`config.mk`:
```
export PLATFORM = sky130hd
export DESIGN_NAME = life_step_scheduler
export DESIGN_NICKNAME = d
export VERILOG_FILES = /design/src/rtl/life_step_scheduler.sv
export SDC_FILE = /design/constraint.sdc
export NUM_CORES = 1
export LEC_CHECK = 0
export ABC_AREA = 1
export CELL_PAD_IN_SITES_DETAIL_PLACEMENT = 1
export CELL_PAD_IN_SITES_GLOBAL_PLACEMENT = 1
export CORE_MARGIN = 10
export CORE_UTILIZATION = 39
export CTS_CLUSTER_DIAMETER = 100
export DETAILED_ROUTE_END_ITERATION = 10
export GPL_ROUTABILITY_DRIVEN = 0
export HOLD_SLACK_MARGIN = 0.03
export PLACE_DENSITY_LB_ADDON = 0.1
export SYNTH_ARGS = -nofsm -noshare
export SYNTH_HDL_FRONTEND = slang
export SYNTH_SLANG_ARGS = --single-unit
```
`constraint.sdc`:
```
create_clock -name clk -period 2.2 [get_ports clk]
set_clock_uncertainty 0.05 [all_clocks]
set_input_delay 0.44 -clock clk [delete_from_list [all_inputs] [get_ports clk]]
set_output_delay 0.44 -clock clk [all_outputs]
set_load 0.01 [all_outputs]
```
`src/rtl/life_step_scheduler.sv`:
```
// Game-of-Life generation sequencer: timer/step trigger, vblank-aligned engine starts.
// Define LIFE_SCHED_WATCHDOG_EN to add the per-phase watchdog and sticky wdog_err.
module life_step_scheduler #(
  parameter int UPDATE_INTERVAL = 2400000,
  parameter int GEN_W           = 16,
  parameter int WDOG_CYCLES     = 65536
) (
  input  logic             clk,
  input  logic             reset,
  input  logic             run,
  input  logic             step,
  input  logic             randomize,
  input  logic             vblank,
  output logic             init_start,
  input  logic             init_done,
  output logic             upd_start,
  input  logic             upd_done,
  output logic             copy_start,
  input  logic             copy_done,
  output logic             busy,
  output logic [2:0]       phase,
  output logic [GEN_W-1:0] generation,
  output logic             wdog_err
);

  localparam logic [2:0] S_IDLE   = 3'd0;
  localparam logic [2:0] S_INIT   = 3'd1;
  localparam logic [2:0] S_UPDATE = 3'd2;
  localparam logic [2:0] S_COPY   = 3'd3;
  localparam logic [2:0] S_WAIT   = 3'd4;

  localparam int TW =
    (UPDATE_INTERVAL > 1) ? $clog2(UPDATE_INTERVAL) : 1;
  localparam logic [TW-1:0] TMAX = TW'(UPDATE_INTERVAL - 1);

  logic [TW-1:0]    timer, timer_n;
  logic             rnd_q, rnd_n;
  logic             boot;
  logic [2:0]       phase_n;
  logic [GEN_W-1:0] gen_n;
  logic             init_n, upd_n, copy_n;

`ifdef LIFE_SCHED_WATCHDOG_EN
  localparam int WW =
    (WDOG_CYCLES > 2) ? $clog2(WDOG_CYCLES) : 1;
  localparam logic [WW-1:0] WMAX = WW'(WDOG_CYCLES - 1);

  logic [WW-1:0] wcnt, wcnt_n;
  logic          timeout;
`endif

  always_comb begin
    phase_n = phase;
    gen_n   = generation;
    timer_n = timer;
    rnd_n   = rnd_q;
    init_n  = 1'b0;
    upd_n   = 1'b0;
    copy_n  = 1'b0;
    case (phase)
      S_IDLE: begin
        if (run) begin
          if (timer == TMAX) begin
            timer_n = '0;
            rnd_n   = randomize;
            phase_n = S_WAIT;
          end else begin
            timer_n = timer + 1'b1;
          end
        end else begin
          timer_n = '0;
          if (step) begin
            rnd_n   = randomize;
            phase_n = S_WAIT;
          end
        end
      end
      S_WAIT: begin
        if (vblank) begin
          if (rnd_q) begin
            phase_n = S_INIT;
            init_n  = 1'b1;
          end else begin
            phase_n = S_UPDATE;
            upd_n   = 1'b1;
          end
        end
      end
      // The boot cycle issues the start; done is only honoured after it.
      S_INIT: begin
        if (boot) begin
          init_n = 1'b1;
        end else if (init_done) begin
          phase_n = S_IDLE;
          gen_n   = '0;
        end
      end
      S_UPDATE: begin
        if (upd_done) begin
          phase_n = S_COPY;
          copy_n  = 1'b1;
        end
      end
      S_COPY: begin
        if (copy_done) begin
          phase_n = S_IDLE;
          gen_n   = generation + 1'b1;
        end
      end
      default: phase_n = S_IDLE;
    endcase
`ifdef LIFE_SCHED_WATCHDOG_EN
    timeout = busy && !boot && (phase_n == phase) && (wcnt == WMAX);
    if (timeout) begin
      phase_n = S_IDLE;
    end
    if (init_n || upd_n || copy_n) begin
      wcnt_n = '0;
    end else if (busy && !timeout) begin
      wcnt_n = wcnt + 1'b1;
    end else begin
      wcnt_n = wcnt;
    end
`endif
  end

  always_ff @(posedge clk) begin
    if (reset) begin
      phase      <= S_INIT;
      generation <= '0;
      timer      <= '0;
      rnd_q      <= 1'b0;
      boot       <= 1'b1;
      init_start <= 1'b0;
      upd_start  <= 1'b0;
      copy_start <= 1'b0;
      busy       <= 1'b1;
    end else begin
      phase      <= phase_n;
      generation <= gen_n;
      timer      <= timer_n;
      rnd_q      <= rnd_n;
      boot       <= 1'b0;
      init_start <= init_n;
      upd_start  <= upd_n;
      copy_start <= copy_n;
      busy       <= (phase_n == S_INIT) || (phase_n == S_UPDATE) ||
                    (phase_n == S_COPY);
    end
  end

`ifdef LIFE_SCHED_WATCHDOG_EN
  always_ff @(posedge clk) begin
    if (reset) begin
      wcnt     <= '0;
      wdog_err <= 1'b0;
    end else begin
      wcnt     <= wcnt_n;
      wdog_err <= wdog_err | timeout;
    end
  end
`else
  logic unused_wdog;
  assign unused_wdog = ^WDOG_CYCLES;
  assign wdog_err    = 1'b0;
`endif

endmodule

```
* Word level (Yosys, flattened, before mapping)
Index checks and enable logic that the tools add are counted.
** Word-level totals
- Word-level logic and storage cells :: 61
- Flip-flop bits (word level) :: 47
- Bits of input ports :: 9
- Output and inout bits :: 24
** Cells by class
- Reductions and logical operators :: 9
- Equal/unequal tests :: 12
- Add/sub/neg operators :: 2
- Bitwise gates (word level) :: 3
- Muxes and demuxes :: 26
** Operators by type and width (count)
- $mux 16 :: 3
- $mux 22 :: 2
- $pmux 16 s2 :: 1
- $mux 3 :: 8
- $add 22x1->22 const B :: 1
- $eq 22x22->1 const B :: 1
- $add 16x1->16 const B :: 1
- $pmux 3 s5 :: 1
- $eq 3x2->1 const B :: 4
- $mux 1 :: 9
- $eq 3x1->1 const B :: 2
- $ne 2x2->1 const B :: 3
- $reduce_and 4->1 :: 1
- $reduce_bool 2->1 :: 2
- $eq 3x3->1 const B :: 1
- $logic_not 3->1 :: 1
- $not 1->1 :: 3
- $reduce_and 3->1 :: 1
- $reduce_or 3->1 :: 1
- $logic_or 1x1->1 :: 2
- $mux 2 :: 1
- $ne 2x1->1 const B :: 1
- $pmux 1 s2 :: 1
- $reduce_or 2->1 :: 1

* Logic depth before layout (Yosys ltp)
Gate-level depths: netlist of the first run.
- Depth after elaboration :: 7
- Mapped depth :: 10
- Mapped depth without buffers :: 9

* Worst setup path after synthesis of the first run
No wires, ideal clock.
- Path kind :: register to register
- Start point :: reg timer[0]
- End point :: reg timer[6]
- Required time :: 2.020 ns
- Path buffers :: 1
- Path slack :: 0.610 ns
- Arrival :: 1.410 ns
- Setup time :: 0.130 ns
- Clock period less this slack :: 1.590 ns
- Stages on the path, launching flop included :: 10
- Cells stage by stage :: dfxtp_1 -> ha_1 -> nand3_1 -> nor2_1 -> nand3_1 -> nand2_1 -> nand2_1 -> nand2_1 -> buf_4 -> nor3_1
** On the way
- Longest elaborated chain between the ends :: 3
- Elaborated cells between the ends (all ways) :: 4
- Classes of those cells :: add/sub (1); eq/ne (1); mux (2)
** Ends and longest elaborated chain
- from (decl) :: line 36 : logic [TW-1:0] timer, timer_n;
- from (signal assigned) :: line 141 : timer <= timer_n;
- $add 22x1->22 / $eq 22x22->1 (equally long branches) :: line 68, 63
- $mux 22 (*) :: line 63 : if (timer == TMAX) begin
- $mux 22 (*) :: line 62 : if (run) begin
Mark *: on every way between the ends. The rest lies on a longest branch, timed or not.
A chain may end at the register's enable or synchronous reset.

* Final worst setup path of the first run
- Start point :: reg phase[0]
- End point :: out phase[0]
** RTL lines
- from (decl) :: line 21 : output logic [2:0] phase,
- from (signal assigned) :: line 139 : phase <= phase_n;
No word-level cell between the ends.

==> flow_metrics.py, run 1 <==
metrics = {
    "min_path": {
        "hp-start": "rnd_q",
        "hold_class": "register to register",
        "min_path_cells": 2,
        "whs_endpoint": "rnd_q",
    },
    "power_and_ir_drop": {
        "p_leak_uw": 0.001240,
        "internal_power_uw": 1205,
        "power_frac_clock_pct": 36.3,
        "p_sw_uw": 379.9,
        "fin_total_pwr_uw": 1585,
        "vdd_drop_max_mv": 0.4776,
        "share_comb_of_total_power_pct": 8.8,
        "seqPwrFrac_pct": 55.0,
        "powerDensity_nw_per_um2": 537.6,
        "p_sw_share_pct": 23.97,
    },
    "critical_path": {
        "crit_fanout": 7,
        "cp.arrival_ps": 1390,
        "cp-end-kind": "primary output",
        "crit_type": "register to primary output",
        "cp_slowest_stage_delay_ps": 610,
        "start_kind": "register",
        "path_cells": "clkdlybuf4s50_1",
        "r2r_start": "phase[1]",
        "worstPathRequired_ps": 1710,
        "timing.rr.end": "generation[4]",
        "path_buf_inv": 1,
        "r2r_slack_ps": 420,
        "ff2ff_path_depth": 8,
        "critPathSlowestCell": "clkdlybuf4s50_1",
        "critical_path.top_delay_family": "buffers and inverters",
    },
    "clock_tree": {
        "postCtsHoldBufs": 0,
        "postCtsSetupRepairBufs": 0,
        "cts_resized": 0,
        "cts_inserted_buffers": 5,
        "clock-sinks": 47,
        "cts_buffer_depth": 2,
        "htree_levels": 2,
        "root_buffer": "clkbuf_8",
        "cts_tree": "built",
        "path_clk_slew_ps": 80,
        "clk_latency_ps": 300,
    },
    "route": {
        "avgViaCountPerCell": 4.932,
        "dr.pass1.iters": 4,
        "remaining_drc_errors": 0,
        "wl_per_cell_um": 13.07,
        "wl_um": 6325,
        "drtIter0Drc": 73,
        "ant_nets": 0,
        "vias": 2387,
    },
    "timing": {
        "final.setup.tns_ps": 0,
        "finalHoldViolCount": 0,
        "fmax_ghz": 0.5314,
        "finalSetupViolCount": 0,
        "fin_crit_ps": 1882,
        "setup_ws_ps": 318.3,
        "period_share_pct": 85.53,
        "drv_slew": 0,
        "rsz0062_at_grt": "no",
    },
    "grt": {
        "grtUsageTotal_pct": 13.31,
        "grt_pass1_wl_um": 11050,
        "grt_pass1_vias": 2462,
        "antenna_found_initial": 0,
        "grt_start_max_net_pins": 17,
        "grt-ovfl-total": 0,
    },
    "die": {
        "start_util_pct": 40.87,
        "dieArea_um2": 9848,
        "rows": 28,
        "dieHeight_um": 99.24,
        "fp.coreArea_um2": 5991,
        "io_pins": 33,
        "die_width_um": 99.24,
    },
    "synthesis": {
        "ys_seq_area_share_pct": 38.43,
        "syn-cell-area_um2": 2449,
        "syn_nets": 379,
        "synthTopCellsByArea": "dfxtp_1 38%, nand2_1 13%, nor2_1 11%, inv_1 7.7%, nand3_1 5.3%",
        "ys_warn_count": 0,
        "synth_flop_cell": "dfxtp_1",
        "synth-edff-count": 0,
        "syn_inst": 368,
        "synth_top_cell_by_area": "dfxtp_1",
        "async_reset_ff_share_pct": 0,
        "ys_types": 35,
        "ys_ff_latch": 47,
        "avgSynthCellArea_um2": 6.654,
        "synth_top_cell_area_share_pct": 38.43,
    },
    "cells_and_area": {
        "n_antenna_cell": 0,
        "regArea_um2": 940.9,
        "final_area_um2": 2948,
        "finalNetCount": 419,
        "drive_above_1_share_pct": 7.824,
        "multiInputGateArea_um2": 1247,
        "nFillCells": 797,
        "syn_to_final_growth_pct": 20.39,
    },
    "place": {
        "port_buffers": 31,
        "post-place-ws_ps": 143.7,
        "hpwlAfterDp_um": 5038,
        "dpl_cell_area_um2": 2848,
    },
    "run": {
        "maxCapViolations": 0,
    },
    "run_status": {
        "status": "complete, no violations",
    },
}
==> cells in the mapped netlist (4+ instances only) <==
library cell / n
nand2_1: 86
nand4_1: 5
nand3_2: 4
dfxtp_1: 47
nor3_1: 18
nor2_2: 4
xor2_1: 5
nor2_1: 70
o21ai_0: 9
inv_1: 50
nand3_1: 26
a21oi_1: 13
==> per-stage QoR <==
step           cells  utilization, %  hold slack (ps)
3_3_place_gp     476           47.54            415.2
6_report         484           49.21            438.7
4_1_cts          484           49.21            438.5
2_1_floorplan    368               -            398.2
3_5_place_dp     476           47.54            425.9
5_1_grt          484           49.21            471.4
==> registers in the layout, indices dropped and copies added (netlist names) <==
name / count
generation: 16
timer: 22
busy: 1
copy_start: 1
phase: 3
init_start: 1
rnd_q: 1
upd_start: 1
boot: 1
==> power by group through the flow <==
stage	registers [µW]	clock network, µW	logic, µW
finish	871	574	139
global route	873	626	157
CTS	871	600	142
detailed placement	891	0	142
global placement	891	0	139
floorplan	892	0	91.8
==> final cells by class <==
type                            instances  share of cell area (%)
Multi-Input combinational cell        263                   42.32
Sequential cell                        47                   31.92
Timing Repair Buffer                   39                   12.56
Inverter                               52                   6.621
Clock buffer                            8                   3.396
Tap cell                               75                   3.183
==> worst max-delay path by stage <==
stage / startpoint / end / slack, ps / cells after the start
final: phase[0] / phase[0] / 320 / 1
after global routing: timer[0] / timer[12] / 220 / 8
after CTS: phase[0] / phase[0] / 300 / 1
after detailed placement: init_done / generation[4] / 140 / 9
after global placement: init_done / generation[8] / 210 / 9
after floorplan: timer[0] / timer[6] / 610 / 9
==> cells in the final DEF (no fill, tap or decap), types with 2 or more instances in the layout <==
cell type,Yosys,layout
xor2_1,5,5
buf_4,2,8
clkbuf_8,0,7
a31oi_1,2,2
nand3b_1,3,3
nor4_1,3,3
nor2_1,70,70
nand3_1,26,26
nand2_1,86,86
clkdlybuf4s50_1,0,31
inv_1,50,50
inv_2,2,2
ha_1,2,2
a21oi_1,13,13
nand4_1,5,5
nand3_2,4,4
o21ai_0,9,9
dfxtp_1,47,47
nor3_1,18,18
nor2_2,4,4
==> kinds of logic (layout without fill, tap and decap cells) <==
group           count (synthesis)  count (layout)  share of synthesized area (%)
other cells                     1               1                         0.1531
fa+ha+maj                       2               2                          1.022
simple gates                  225             225                          40.57
buf+inv                        58              99                          10.63
xor+xnor                        6               6                          2.146
flops                          47              47                          38.43
compound gates                 29              29                          7.052
==> layer usage <==
layer | vias to the layer above | global-route usage, % | routed length (µm)
met3 | 2 | 4.152 | 286
met1 | 1124 | 14.68 | 2732
met4 | 0 | 3.638 | 42
met5 | - | 0 | 0
li1 | 1236 | - | -
met2 | 25 | 23.95 | 3263
No activity file was read; power rests on OpenSTA's default activity.
==> run 2: changes to the inputs <==
Settings changed: SETUP_SLACK_MARGIN set to 0.1.
==> results of run 2 <==
No change in the layout: final DEF, timing and power equal those of run 1.
==> run 3: changes to the inputs <==
Clock period 2.2 ns to 1.9 ns, I/O delays scaled along.
==> run 3 against run 2 <==
Net effect:
- total power rose by 14%
- cell count increased by 1.2%
- via count is 3.0% higher
- combinational power increased by 35%
- first-iteration DRC count grew 19%
- die area unchanged
- core utilization increased by 1.8 points
- flip-flop and latch count did not move
- setup slack got worse by 150 ps
- critical path type unchanged
- largest cell class unchanged
==> flow_metrics.py, run 3 (same netlist as run 1, synthesis figures left out) <==
metrics = {
    "run_status": {
        "status": "complete, no violations",
    },
    "power_and_ir_drop": {
        "vdd_drop_max_mv": 0.3185,
        "p_leak_uw": 0.001274,
        "powerDensity_nw_per_um2": 589.1,
        "fin_total_pwr_uw": 1799,
    },
    "die": {
        "io_pins": 33,
        "dieArea_um2": 9848,
        "fp.coreArea_um2": 5991,
        "dieHeight_um": 99.24,
        "rows": 28,
        "start_util_pct": 40.87,
        "die_width_um": 99.24,
    },
    "route": {
        "wl_um": 6783,
        "vias": 2458,
        "wl_per_cell_um": 13.84,
        "drtIter0Drc": 87,
        "ant_nets": 0,
        "remaining_drc_errors": 0,
        "dr.pass1.iters": 4,
        "avgViaCountPerCell": 5.016,
    },
    "critical_path": {
        "path_cells": "clkdlybuf4s50_1",
        "crit_type": "register to primary output",
        "ff2ff_path_depth": 9,
        "cp-end-kind": "primary output",
        "worst-path-stages": 1,
        "cp_slowest_stage_delay_ps": 570,
        "path_buf_inv": 1,
        "crit_fanout": 7,
        "worstPathRequired_ps": 1470,
        "cp.arrival_ps": 1300,
        "critPathSlowestCell": "clkdlybuf4s50_1",
        "start_kind": "register",
        "critical_path.top_delay_family": "buffers and inverters",
    },
    "grt": {
        "use_met2_pct": 26.35,
        "met3_usage_pct": 3.599,
        "grt_pass1_wl_um": 11790,
        "grt_pass1_vias": 2611,
        "grt.busiest_layer": "met2",
        "grt-ovfl-total": 0,
        "use_met1_pct": 15.05,
        "grt_start_max_net_pins": 14,
        "antenna_found_initial": 0,
        "grtUsageTotal_pct": 14.27,
    },
    "timing": {
        "finalHoldViolCount": 0,
        "rsz0062_at_grt": "no",
        "fmax_ghz": 0.5791,
        "fin_crit_ps": 1727,
        "drv_slew": 0,
        "finalSetupViolCount": 0,
        "hold_ws_ps": 433.7,
        "period_share_pct": 90.89,
    },
    "cells_and_area": {
        "layout_common_cells": "85 x nand2_1, 67 x nor2_1, 50 x inv_1",
        "regMostFlops": "timer",
        "final_common_cell": "nand2_1",
        "nFillCells": 808,
        "largest_reg_flops": 22,
        "drive_above_1_share_pct": 12.77,
        "n_antenna_cell": 0,
        "syn_to_final_growth_pct": 24.73,
        "finalNetCount": 425,
        "reg_top3": "timer x22, generation x16, phase x3",
    },
    "min_path": {
        "hold_class": "register to register",
        "min_path_cells": 2,
    },
    "clock_tree": {
        "cts_inserted_buffers": 5,
        "postCtsHoldBufs": 0,
        "clock-sinks": 47,
        "cts_tree": "built",
        "htree_levels": 2,
        "postCtsSetupRepairBufs": 0,
        "path_clk_slew_ps": 90,
        "clk_latency_ps": 310,
        "cts_buffer_depth": 2,
        "root_buffer": "clkbuf_8",
    },
    "run": {
        "maxCapViolations": 0,
    },
    "place": {
        "port_buffers": 31,
        "hpwlAfterDp_um": 5356,
    },
}
run 3: cell types whose count changed in the layout (fill, tap and decap cells not counted), sizes merged:
cell	before	now
clkinv	0	1
buf	8	14
clkbuf	8	7
run 3: timing repair:
action,in CTS,in global routing
endpoints found under the hold margin,0,0
resized for setup,3,14
endpoints found under the setup margin,3,31
run 3: report_power, final:
group	switching [µW]	total, µW	internal (µW)
sequential	11.7	1010	997
clock	343	602	259
combinational	103	188	85.4
run 3: path summary, 6_finish.rpt:
check	end	startpoint	slack, ps
setup / recovery	phase[0]	phase[0]	170
hold / removal	rnd_q	rnd_q	430
setup reg to reg	timer[8]	timer[1]	260
hold reg to reg	rnd_q	rnd_q	430
run 3: worst reg2reg max path: stages (launching register included):
cell	delay, ps
dfxtp_1	370
ha_2	220
nand3_2	120
nor2_2	170
nand3_2	130
nand2_2	110
buf_4	150
o21ai_0	100
inv_1	90
nor2_1	40
run 3: routing by layer:
metal	share of wire [%]	wire length, µm
met1	41	2810
met2	54	3630
met3	3.8	255
met4	1.3	86
met5	0	0
run 3: through the flow:
stage	util [%]	cells	setup TNS, ps	cell area [µm²]	worst slack [ps]
after global placement	48.91	482	0	2930	31.24
after global routing	50.98	490	0	3054	105.6
after CTS	50.36	490	0	3017	105.9
after detailed placement	48.91	482	-39.70	2930	-17.62
final	50.98	490	0	3054	173.1
after floorplan	-	368	0	2449	309.5
run 3: area by class of cell:
| type | instances | area (µm²) | share of cell area, % |
|---|---|---|---|
| timing repair buffer | 45 | 452.9 | 14.83 |
| sequential | 47 | 950.9 | 31.13 |
| clock buffer | 7 | 76.32 | 2.499 |
| clock inverter | 1 | 5.005 | 0.1639 |
| multi-input combinational | 263 | 1280 | 41.91 |
| inverter | 52 | 195.2 | 6.391 |
| tap | 75 | 93.84 | 3.073 |
